**src/rtl/bdpsk_lut_sequencer_pkg.sv**
```systemverilog
// Shared constants, state encoding and address helper for the BDPSK LUT sequencer.
package bdpsk_pkg;
  localparam int LUT_DEPTH = 32;
  localparam int LUT_AW    = 5;
  localparam logic [LUT_AW-1:0] HALF_TURN = 5'd16;

  typedef enum logic [1:0] {
    ST_IDLE = 2'd0,
    ST_PRE  = 2'd1,
    ST_RUN  = 2'd2
  } seq_state_e;

  // A 180 degree phase flip is a half-table offset; the 5-bit add wraps modulo 32.
  function automatic logic [LUT_AW-1:0] lut_addr_of(input logic [LUT_AW-1:0] phase,
                                                     input logic p);
    return phase + (p ? HALF_TURN : '0);
  endfunction
endpackage

```
**src/rtl/bdpsk_lut_sequencer_if.sv**
```systemverilog
// Bit-source handshake and LUT address stream of the BDPSK sequencer.
interface bdpsk_lut_sequencer_if;
  logic                          bit_in;
  logic                          bit_valid;
  logic                          bit_ready;
  logic [bdpsk_pkg::LUT_AW-1:0]  lut_addr;
  logic                          sample_valid;
  logic                          symbol_start;
  logic                          busy;
  logic                          burst_end;

  modport master (
    output bit_in, bit_valid,
    input  bit_ready, lut_addr, sample_valid, symbol_start, busy, burst_end
  );

  modport slave (
    input  bit_in, bit_valid,
    output bit_ready, lut_addr, sample_valid, symbol_start, busy, burst_end
  );
endinterface

```
**src/rtl/bdpsk_lut_sequencer_strobe_div.sv**
```systemverilog
// Sample-rate divider: strobe_o is high once every SAMPLE_DIV cycles; load_i makes it fire next cycle.
module sample_strobe_div #(
  parameter int SAMPLE_DIV = 1
) (
  input  logic clk_i,
  input  logic rst_i,
  input  logic load_i,
  output logic strobe_o
);
  localparam int CW = (SAMPLE_DIV > 1) ? $clog2(SAMPLE_DIV) : 1;
  localparam logic [CW-1:0] LAST = CW'(SAMPLE_DIV - 1);

  logic [CW-1:0] cnt_q;

  always_ff @(posedge clk_i or posedge rst_i) begin
    if (rst_i)               cnt_q <= '0;
    else if (load_i)         cnt_q <= LAST;
    else if (cnt_q == LAST)  cnt_q <= '0;
    else                     cnt_q <= cnt_q + CW'(1);
  end

  assign strobe_o = (cnt_q == LAST);
endmodule

```
**src/rtl/bdpsk_lut_sequencer.sv**
```systemverilog
// BDPSK LUT address sequencer with differential encoding and programmable sample rate.
// Optional reference-symbol preamble per burst: define BDPSK_SEQ_PREAMBLE_EN.
module bdpsk_lut_sequencer
  import bdpsk_pkg::*;
#(
  parameter int CARRIERS_PER_SYMBOL = 4,
  parameter int SAMPLE_DIV          = 1
) (
  input  logic                  clk,
  input  logic                  reset,
  bdpsk_lut_sequencer_if.slave  seq
);
  localparam logic [1:0] IDLE = ST_IDLE;
  localparam logic [1:0] RUN  = ST_RUN;
`ifdef BDPSK_SEQ_PREAMBLE_EN
  localparam logic [1:0] PRE  = ST_PRE;
`endif
  localparam logic [LUT_AW-1:0] PHASE_LAST = LUT_AW'(LUT_DEPTH - 1);
  localparam logic [7:0]        CAR_LAST   = 8'(CARRIERS_PER_SYMBOL - 1);

  logic [1:0]        state_q, state_d;
  logic              p_q, p_d;
  logic [LUT_AW-1:0] phase_q, phase_d;
  logic [LUT_AW-1:0] addr_q, addr_d;
  logic [7:0]        car_q, car_d;
  logic              burst_end_q, burst_end_d;
`ifdef BDPSK_SEQ_PREAMBLE_EN
  logic              bit_q, bit_d;
`endif
  logic              strobe, load, active, last_sample, xfer;

  sample_strobe_div #(.SAMPLE_DIV(SAMPLE_DIV)) u_div (
    .clk_i    (clk),
    .rst_i    (reset),
    .load_i   (load),
    .strobe_o (strobe)
  );

  // phase_q/car_q describe the sample currently shown on lut_addr, so the
  // strobe cycle is the cycle that sample is valid.
  assign active        = (state_q != IDLE);
  assign last_sample   = active && strobe && (phase_q == PHASE_LAST) && (car_q == CAR_LAST);
  assign seq.bit_ready = (state_q == IDLE) || ((state_q == RUN) && last_sample);
  assign xfer          = seq.bit_valid && seq.bit_ready;
  assign load          = (state_q == IDLE) && xfer;

  assign seq.lut_addr     = addr_q;
  assign seq.sample_valid = active && strobe;
  assign seq.symbol_start = active && strobe && (phase_q == '0) && (car_q == '0);
  assign seq.busy         = active;
  assign seq.burst_end    = burst_end_q;

  always_comb begin
    state_d     = state_q;
    p_d         = p_q;
    phase_d     = phase_q;
    car_d       = car_q;
    addr_d      = addr_q;
    burst_end_d = 1'b0;
`ifdef BDPSK_SEQ_PREAMBLE_EN
    bit_d       = bit_q;
`endif
    if (state_q == IDLE) begin
      if (xfer) begin
        phase_d = '0;
        car_d   = '0;
`ifdef BDPSK_SEQ_PREAMBLE_EN
        bit_d   = seq.bit_in;
        p_d     = 1'b0;
        state_d = PRE;
`else
        p_d     = seq.bit_in;
        state_d = RUN;
`endif
        addr_d  = lut_addr_of('0, p_d);
      end
    end else if (strobe) begin
      if (last_sample) begin
        phase_d = '0;
        car_d   = '0;
`ifdef BDPSK_SEQ_PREAMBLE_EN
        if (state_q == PRE) begin
          p_d     = p_q ^ bit_q;
          state_d = RUN;
        end else
`endif
        if (xfer) begin
          p_d = p_q ^ seq.bit_in;
        end else begin
          state_d     = IDLE;
          burst_end_d = 1'b1;
        end
        // Going idle keeps the last address on the bus.
        if (state_d != IDLE) addr_d = lut_addr_of('0, p_d);
      end else begin
        if (phase_q == PHASE_LAST) begin
          phase_d = '0;
          car_d   = car_q + 8'd1;
        end else begin
          phase_d = phase_q + LUT_AW'(1);
        end
        addr_d = lut_addr_of(phase_d, p_q);
      end
    end
  end

  always_ff @(posedge clk or posedge reset) begin
    if (reset) begin
      state_q     <= IDLE;
      p_q         <= 1'b0;
      phase_q     <= '0;
      car_q       <= '0;
      addr_q      <= '0;
      burst_end_q <= 1'b0;
`ifdef BDPSK_SEQ_PREAMBLE_EN
      bit_q       <= 1'b0;
`endif
    end else begin
      state_q     <= state_d;
      p_q         <= p_d;
      phase_q     <= phase_d;
      car_q       <= car_d;
      addr_q      <= addr_d;
      burst_end_q <= burst_end_d;
`ifdef BDPSK_SEQ_PREAMBLE_EN
      bit_q       <= bit_d;
`endif
    end
  end
endmodule

```
**src/flat_wrapper.sv**
```systemverilog
// flat-port wrapper written by rule: the top's interface ports become plain ports
module bdpsk_lut_sequencer_flat import bdpsk_pkg::*;
#(
  parameter int CARRIERS_PER_SYMBOL = 4,
  parameter int SAMPLE_DIV          = 1
)
  (clk, reset, seq_bit_in, seq_bit_valid, seq_bit_ready, seq_lut_addr, seq_sample_valid, seq_symbol_start, seq_busy, seq_burst_end);
  bdpsk_lut_sequencer_if seq_i ();
  input  logic clk;
  input  logic reset;
  input wire logic [$bits(seq_i.bit_in)-1:0] seq_bit_in;
  input wire logic [$bits(seq_i.bit_valid)-1:0] seq_bit_valid;
  output wire logic [$bits(seq_i.bit_ready)-1:0] seq_bit_ready;
  output wire logic [$bits(seq_i.lut_addr)-1:0] seq_lut_addr;
  output wire logic [$bits(seq_i.sample_valid)-1:0] seq_sample_valid;
  output wire logic [$bits(seq_i.symbol_start)-1:0] seq_symbol_start;
  output wire logic [$bits(seq_i.busy)-1:0] seq_busy;
  output wire logic [$bits(seq_i.burst_end)-1:0] seq_burst_end;
  assign seq_i.bit_in = seq_bit_in;
  assign seq_i.bit_valid = seq_bit_valid;
  assign seq_bit_ready = seq_i.bit_ready;
  assign seq_lut_addr = seq_i.lut_addr;
  assign seq_sample_valid = seq_i.sample_valid;
  assign seq_symbol_start = seq_i.symbol_start;
  assign seq_busy = seq_i.busy;
  assign seq_burst_end = seq_i.burst_end;
  bdpsk_lut_sequencer #(.CARRIERS_PER_SYMBOL(CARRIERS_PER_SYMBOL), .SAMPLE_DIV(SAMPLE_DIV)) u_core (.clk(clk), .reset(reset), .seq(seq_i));
endmodule
```
**config.mk**
```make
export PLATFORM = sky130hd
export DESIGN_NAME = bdpsk_lut_sequencer_flat
export DESIGN_NICKNAME = d
export VERILOG_FILES = /design/src/rtl/bdpsk_lut_sequencer_pkg.sv /design/src/rtl/bdpsk_lut_sequencer_if.sv /design/src/rtl/bdpsk_lut_sequencer_strobe_div.sv /design/src/rtl/bdpsk_lut_sequencer.sv /design/src/flat_wrapper.sv
export SDC_FILE = /design/constraint.sdc
export NUM_CORES = 1
export LEC_CHECK = 0
export BUFFER_PORTS_ARGS = -buffer_cell sky130_fd_sc_hd__buf_2
export CELL_PAD_IN_SITES_DETAIL_PLACEMENT = 0
export CELL_PAD_IN_SITES_GLOBAL_PLACEMENT = 1
export CORE_AREA = 8 8 62 64
export CTS_BUF_LIST = sky130_fd_sc_hd__clkbuf_16
export DETAILED_ROUTE_END_ITERATION = 7
export DIE_AREA = 0 0 70 72
export MAX_ROUTING_LAYER = met4
export PLACE_DENSITY_LB_ADDON = 0.1
export SYNTH_ARGS = -nofsm -noshare
export SYNTH_HDL_FRONTEND = slang
export SYNTH_SLANG_ARGS = --single-unit
```
**constraint.sdc**
```tcl
create_clock -name clk -period 2.3 [get_ports clk]
set_clock_uncertainty 0.05 [all_clocks]
set_input_delay 0.345 -clock clk [delete_from_list [all_inputs] [get_ports clk]]
set_output_delay 0.345 -clock clk [all_outputs]
set_load 0.05 [all_outputs]
```
==> out/summary.txt, run 1 <==
Pin count of the biggest net entering global routing: 23
ANT nets after route: 0
Clock latency on the worst-skew pair: 0.25 ns
Mean Syn Cell Area: 9.71 um^2
Post-CTS Hold Buffers: 0
Leak: 0.708 nW
TritonCTS clock tree: built
Die Width: 70 um
FF/Latch Area: 551 um^2
Clock buffer depth: 2
Highest clock rate: 415 MHz
Relative slew slack: 0.532
Reg clk slew, reported paths: 0.06 ns
Crit path time final: 2.41 ns
Reg2Reg Setup Slack: 0.13 ns
Violated checks: setup timing
Critical Path End Type: output pin
CTS Sinks: 22
Drt first pass iters: 4
Die area: 0.00504 mm^2
Total Neg Setup Slack: -0.108 ns
Vias in the first global route: 1078
Via-to-Cell Ratio: 5.47
Total track usage: 0.120
Fin crit share: 1.05
# DRC: 0
Sequential area share after synthesis: 0.450
Remaining global-route overflow: 0
Syn_nets: 135
Initial antenna violation count: 0
WS Path Type: register to output pin
CORE AREA: 0.00290 mm^2
CTS Buf Count: 3
Number of flops mapped to enable cells by yosys: 0
Worst Max-Slew Pin Slew: 0.697 ns
Placed insts: 182
Power Density: 1120 mW/mm^2
Run status: finished with violations
Global-route wire length before repair: 4.91 mm
Max_cap viols: 0
DR vias: 1023
Wire per inst: 15.2 um
Crit path DAT: 2.01 ns
Filler Cell Count: 278
Cell variety after synth: 39
Final hold violations: 0
Total Power: 1.71 mW
H-Tree Depth: 1
Mapped Cells: 126
CP max FO: 3
Area of the multi-input gates: 644 um^2
Row Count: 20
I/O pins: 14
Synthesis-to-layout area growth: 24.8%
Cell Area, Synth: 0.00122 mm^2
Ys Warns: 0
Setup ws final: -0.108 ns
Clock root buffer master: clkbuf_16
1st-iter DRT viols: 44
Antenna fix cells: 0
Die Ht: 72 um
Port buffer count: 13
VDD IR max: 0.799 mV
Post-synth ARST share: 1.00
Most frequent cells in the layout: dfrtp_1, buf_4, nand2_1
Hold Crit Class: input port to asynchronous set/reset pin
Final setup fails: 1
RSZ-0062 raised after global routing: true
Final net count: 164
Share of layout cells above drive strength 1: 0.292
Finished Layout Cells: 187
Top_reg_cell synth: dfrtp_1
HPWL after detailed placement: 2.12 mm
CP required: 1.90 ns
Commonest non-fill, non-tap cell in the layout: dfrtp_1
Final GP Congestion: 0.814
Nature of the critical path startpoint: register
#FFs+latches synth: 22
Total Routed Length: 2.85 mm
Starting density of the core: 0.422
Fin. max-slew vios: 0
[path summary, 6_finish.rpt]
path / cells after the start / start / end
setup / recovery: 4 / u_core.car_q[5] / seq_bit_ready
hold / removal: 3 / reset / u_core.phase_q[2]
setup reg to reg: 5 / u_core.car_q[5] / u_core.seq.lut_addr[2]
hold reg to reg: 1 / u_core.seq.lut_addr[1] / u_core.seq.lut_addr[1]
max in group asynchronous: 3 / reset / u_core.car_q[5]
min in group clk: 2 / seq_bit_valid / u_core.phase_q[1]
[worst max-delay path: stages (launching register included)]
cell and delay (ns):
dfrtp_1 0.37, or4_4 0.53, or4_4 0.54, a21oi_4 0.14, buf_6 0.17
[flip-flops by register name, summed over array words and instances, names as in the netlist]
register,cells
u_core.car_q,8
u_core.p_q,1
u_core.state_q,2
u_core.seq.burst_end,1
u_core.phase_q,5
u_core.seq.lut_addr,5
[synth_stat cells (all sizes together) (3+ instances only)]
master | number | share of area
dfrtp | 22 | 0.45
nand2 | 12 | 0.037
o21ai | 10 | 0.044
nand3 | 8 | 0.033
a21oi | 7 | 0.032
inv | 7 | 0.021
nor2 | 7 | 0.021
ha | 5 | 0.051
nor3 | 5 | 0.020
a22o | 4 | 0.029
a21o | 3 | 0.019
buf | 3 | 0.025
nand4 | 3 | 0.015
or3 | 3 | 0.015
xnor2 | 3 | 0.021
[per-stage QoR]
step	worst slack [ns]	hold WS [ns]	util	instance area, um^2
final	-0.108	0.0771	0.526	1530
after global routing	-0.165	0.120	0.526	1530
after CTS	-0.117	0.0799	0.526	1530
after detailed placement	0.0695	0.353	0.494	1430
after global placement	0.0884	0.343	0.494	1430
after floorplan	-0.0223	0.284	-	1250
[power breakdown]
group          internal [mW]  total, mW  switching, mW
logic                  0.318      0.751          0.433
clock network          0.232      0.363          0.132
registers              0.507      0.596         0.0885
[timing repair]
| item | CTS | global route |
|---|---|---|
| buffers inserted | 1 | 0 |
| setup endpoints to repair | 2 | 2 |
| pin swaps | 0 | 1 |
| resized for setup | 3 | 0 |
[layout make-up]
class,count,share of cell area
inverter,7,0.0172
clock buffer,3,0.0491
timing repair buffer,28,0.122
sequential,22,0.360
multi-input combinational,93,0.422
tap,33,0.0270
clock inverter,1,0.00246
[kinds of logic after synthesis]
family	share of synthesized area
simple gates	0.209
compound gates	0.188
flops	0.450
buf+inv	0.0491
xor+xnor	0.0358
fa+ha+maj	0.0511
mux	0.0174
[metal layers]
metal	track usage	share of wire	wire length, um
met1	0.152	0.52	1470
met2	0.192	0.46	1300
met3	0.0123	0.019	54
met4	0.0469	0.0074	21
met5	-	0	0
Power figures use the tool's default switching activity.
==> run 2, diff against run 1 <==
- CELL_PAD_IN_SITES_DETAIL_PLACEMENT: 0 -> 1
==> run 2 against run 1 <==
- the flow still finishes with violations (setup timing)
- cell count stayed put
- hold slack got worse by 0.010 ns
- utilization grew 1.4 points
- largest power group unchanged
==> out/summary.txt, run 2 (synthesis gave the netlist of run 1 again) <==
Run status: finished with violations
Violated checks: setup timing
Critical path startpoint: u_core.car_q[3]
CP required: 1.90 ns (about the same)
Hold Crit Class: input port to asynchronous set/reset pin
Max_cap viols: 0 (unchanged)
Row Count: 20 (unchanged)
DR vias: 1042 (+1.9%)
Crit path time final: 2.43 ns (+0.0208 ns)
CORE AREA: 0.00290 mm^2 (unchanged)
Die area: 0.00504 mm^2 (unchanged)
Fin. max-slew vios: 0 (unchanged)
Power Density: 1190 mW/mm^2 (+6.5%)
ANT nets after route: 0 (unchanged)
Relative slew slack: 0.535 (+0.00344)
FF/Latch Area: 551 um^2 (unchanged)
Worst Max-Slew Pin Slew: 0.692 ns (-0.00512 ns)
Remaining global-route overflow: 0 (unchanged)
Final net count: 164 (unchanged)
Clock buffer depth: 2 (unchanged)
Delay-heaviest family, CP: simple AND/OR/NAND/NOR gates
Worst reg2reg path depth: 5 (unchanged)
Pin count of the biggest net entering global routing: 23 (unchanged)
CP max FO: 3 (unchanged)
Placed insts: 182 (unchanged)
Leak: 0.721 nW (+1.7%)
Total Routed Length: 3.27 mm (+15%)
Filler Cell Count: 329 (+18%)
Reg-to-Reg Start: u_core.car_q[3]
Via-to-Cell Ratio: 5.57 (+1.9%)
Highest clock rate: 412 MHz (-0.86%)
VDD IR max: 0.888 mV (+11%)
Fin crit share: 1.06 (+0.00906)
Vias in the first global route: 1164 (+8.0%)
H-Tree Depth: 1 (unchanged)
Reg2Reg Setup Slack: 0.13 ns (about the same)
Critical Path End Type: output pin
CTS Buf Count: 3 (unchanged)
Crit path DAT: 2.03 ns (+0.02 ns)
CTS Sinks: 22 (unchanged)
1st-iter DRT viols: 19 (-57%)
Final GP Congestion: 0.814 (unchanged)
Finished Layout Cells: 187 (unchanged)
Top reg by flops: u_core.car_q
Crit path cell chain: or4_4 > or4_4 > a21oi_4 > buf_6
Die Ht: 72 um (unchanged)
Antenna fix cells: 0 (unchanged)
Port buffer count: 13 (unchanged)
HPWL after detailed placement: 2.43 mm (+15%)
TritonCTS clock tree: built
RSZ-0062 raised after global routing: true
R2r endpoint: u_core.seq.lut_addr[1]
WS Path Type: register to output pin
Die Width: 70 um (unchanged)
Reg clk slew, reported paths: 0.06 ns (about the same)
Post-CTS Hold Buffers: 0 (unchanged)
Worst hold slack: 0.0669 ns (-0.0102 ns)
I/O pins: 14 (unchanged)
Initial antenna violation count: 0 (unchanged)
Total track usage: 0.141 (+0.0214)
Clock latency on the worst-skew pair: 0.26 ns (about the same)
Slowest CP cell: or4_4
Nature of the critical path startpoint: register
Setup ws final: -0.129 ns (-0.0208 ns)
CP most frequent cell: or4_4
Commonest non-fill, non-tap cell in the layout: dfrtp_1
Final Util: 0.541 (+0.0142)
Share of layout cells above drive strength 1: 0.312 (+0.0195)
Most frequent cells in the layout: dfrtp_1, buf_4, nand2_1, buf_2, o21ai_0
Clock root buffer master: clkbuf_16
Drt first pass iters: 4 (unchanged)
Synthesis-to-layout area growth: 28.2%
Area of the multi-input gates: 659 um^2 (+2.3%)
Final setup fails: 2 (+1)
Final hold violations: 0 (unchanged)
Buffers & Inverters on Critical Path: 1 (unchanged)
Starting density of the core: 0.422 (unchanged)
CP peak stage delay: 0.54 ns (about the same)
Total Power: 1.87 mW (+9.4%)
# DRC: 0 (unchanged)
Max reg flops: 8 (unchanged)
Global-route wire length before repair: 5.73 mm (+17%)
Wire per inst: 17.5 um (+15%)
==> run 2: metrics by stage <==
step	cell area [um^2]	TNS (ns)	setup slack (ns)
3_3_place_gp	1430	0	0.0884
5_1_grt	1570	-0.316	-0.171
2_1_floorplan	1250	-0.0223	-0.0223
3_5_place_dp	1430	0	0.0590
6_report	1570	-0.187	-0.129
4_1_cts	1550	-0.199	-0.129
==> run 2: where the power goes <==
part	leakage, nW	internal [mW]	switching (mW)	total, mW
clock network	0.0511	0.346	0.146	0.492
registers	0.278	0.507	0.0948	0.602
logic	0.391	0.322	0.454	0.777
total	0.721	1.18	0.695	1.87
==> run 2: worst max-delay path by stage <==
stage                     cells past startpoint  slack (ns)            end
after floorplan                               7       -0.02  seq_bit_ready
after global placement                        4        0.09  seq_bit_ready
after detailed placement                      4        0.06  seq_bit_ready
after CTS                                     4       -0.13  seq_bit_ready
after global routing                          4       -0.17  seq_bit_ready
final                                         4       -0.13  seq_bit_ready
==> run 2: repair_timing <==
item / in CTS / in global routing
cloned: 0 / 0
gates resized for setup: 3 / 3
setup endpoints to repair: 2 / 5
setup buffers: 1 / 0
pin swaps: 1 / 2
==> run 2: area by class of cell <==
| cell class | count | area share |
|---|---|---|
| Multi-Input combinational cell | 93 | 0.420 |
| Sequential cell | 22 | 0.351 |
| Timing Repair Buffer | 28 | 0.119 |
| Clock buffer | 3 | 0.0478 |
| Tap cell | 33 | 0.0263 |
| Clock inverter | 1 | 0.0191 |
| Inverter | 7 | 0.0167 |
==> run 2: metal layers <==
layer / up-vias / wire, um / GRT usage
met2: 13 / 1620 / 0.232
met5: - / 0 / -
met3: 5 / 55 / 0.0205
met1: 511 / 1550 / 0.174
li1: 513 / - / -
met4: 0 / 40 / 0.0469
==> run 2: worst min-delay path: cells and delay by family <==
family	cells	cell delay [ns]
buffers and inverters	3	0.41
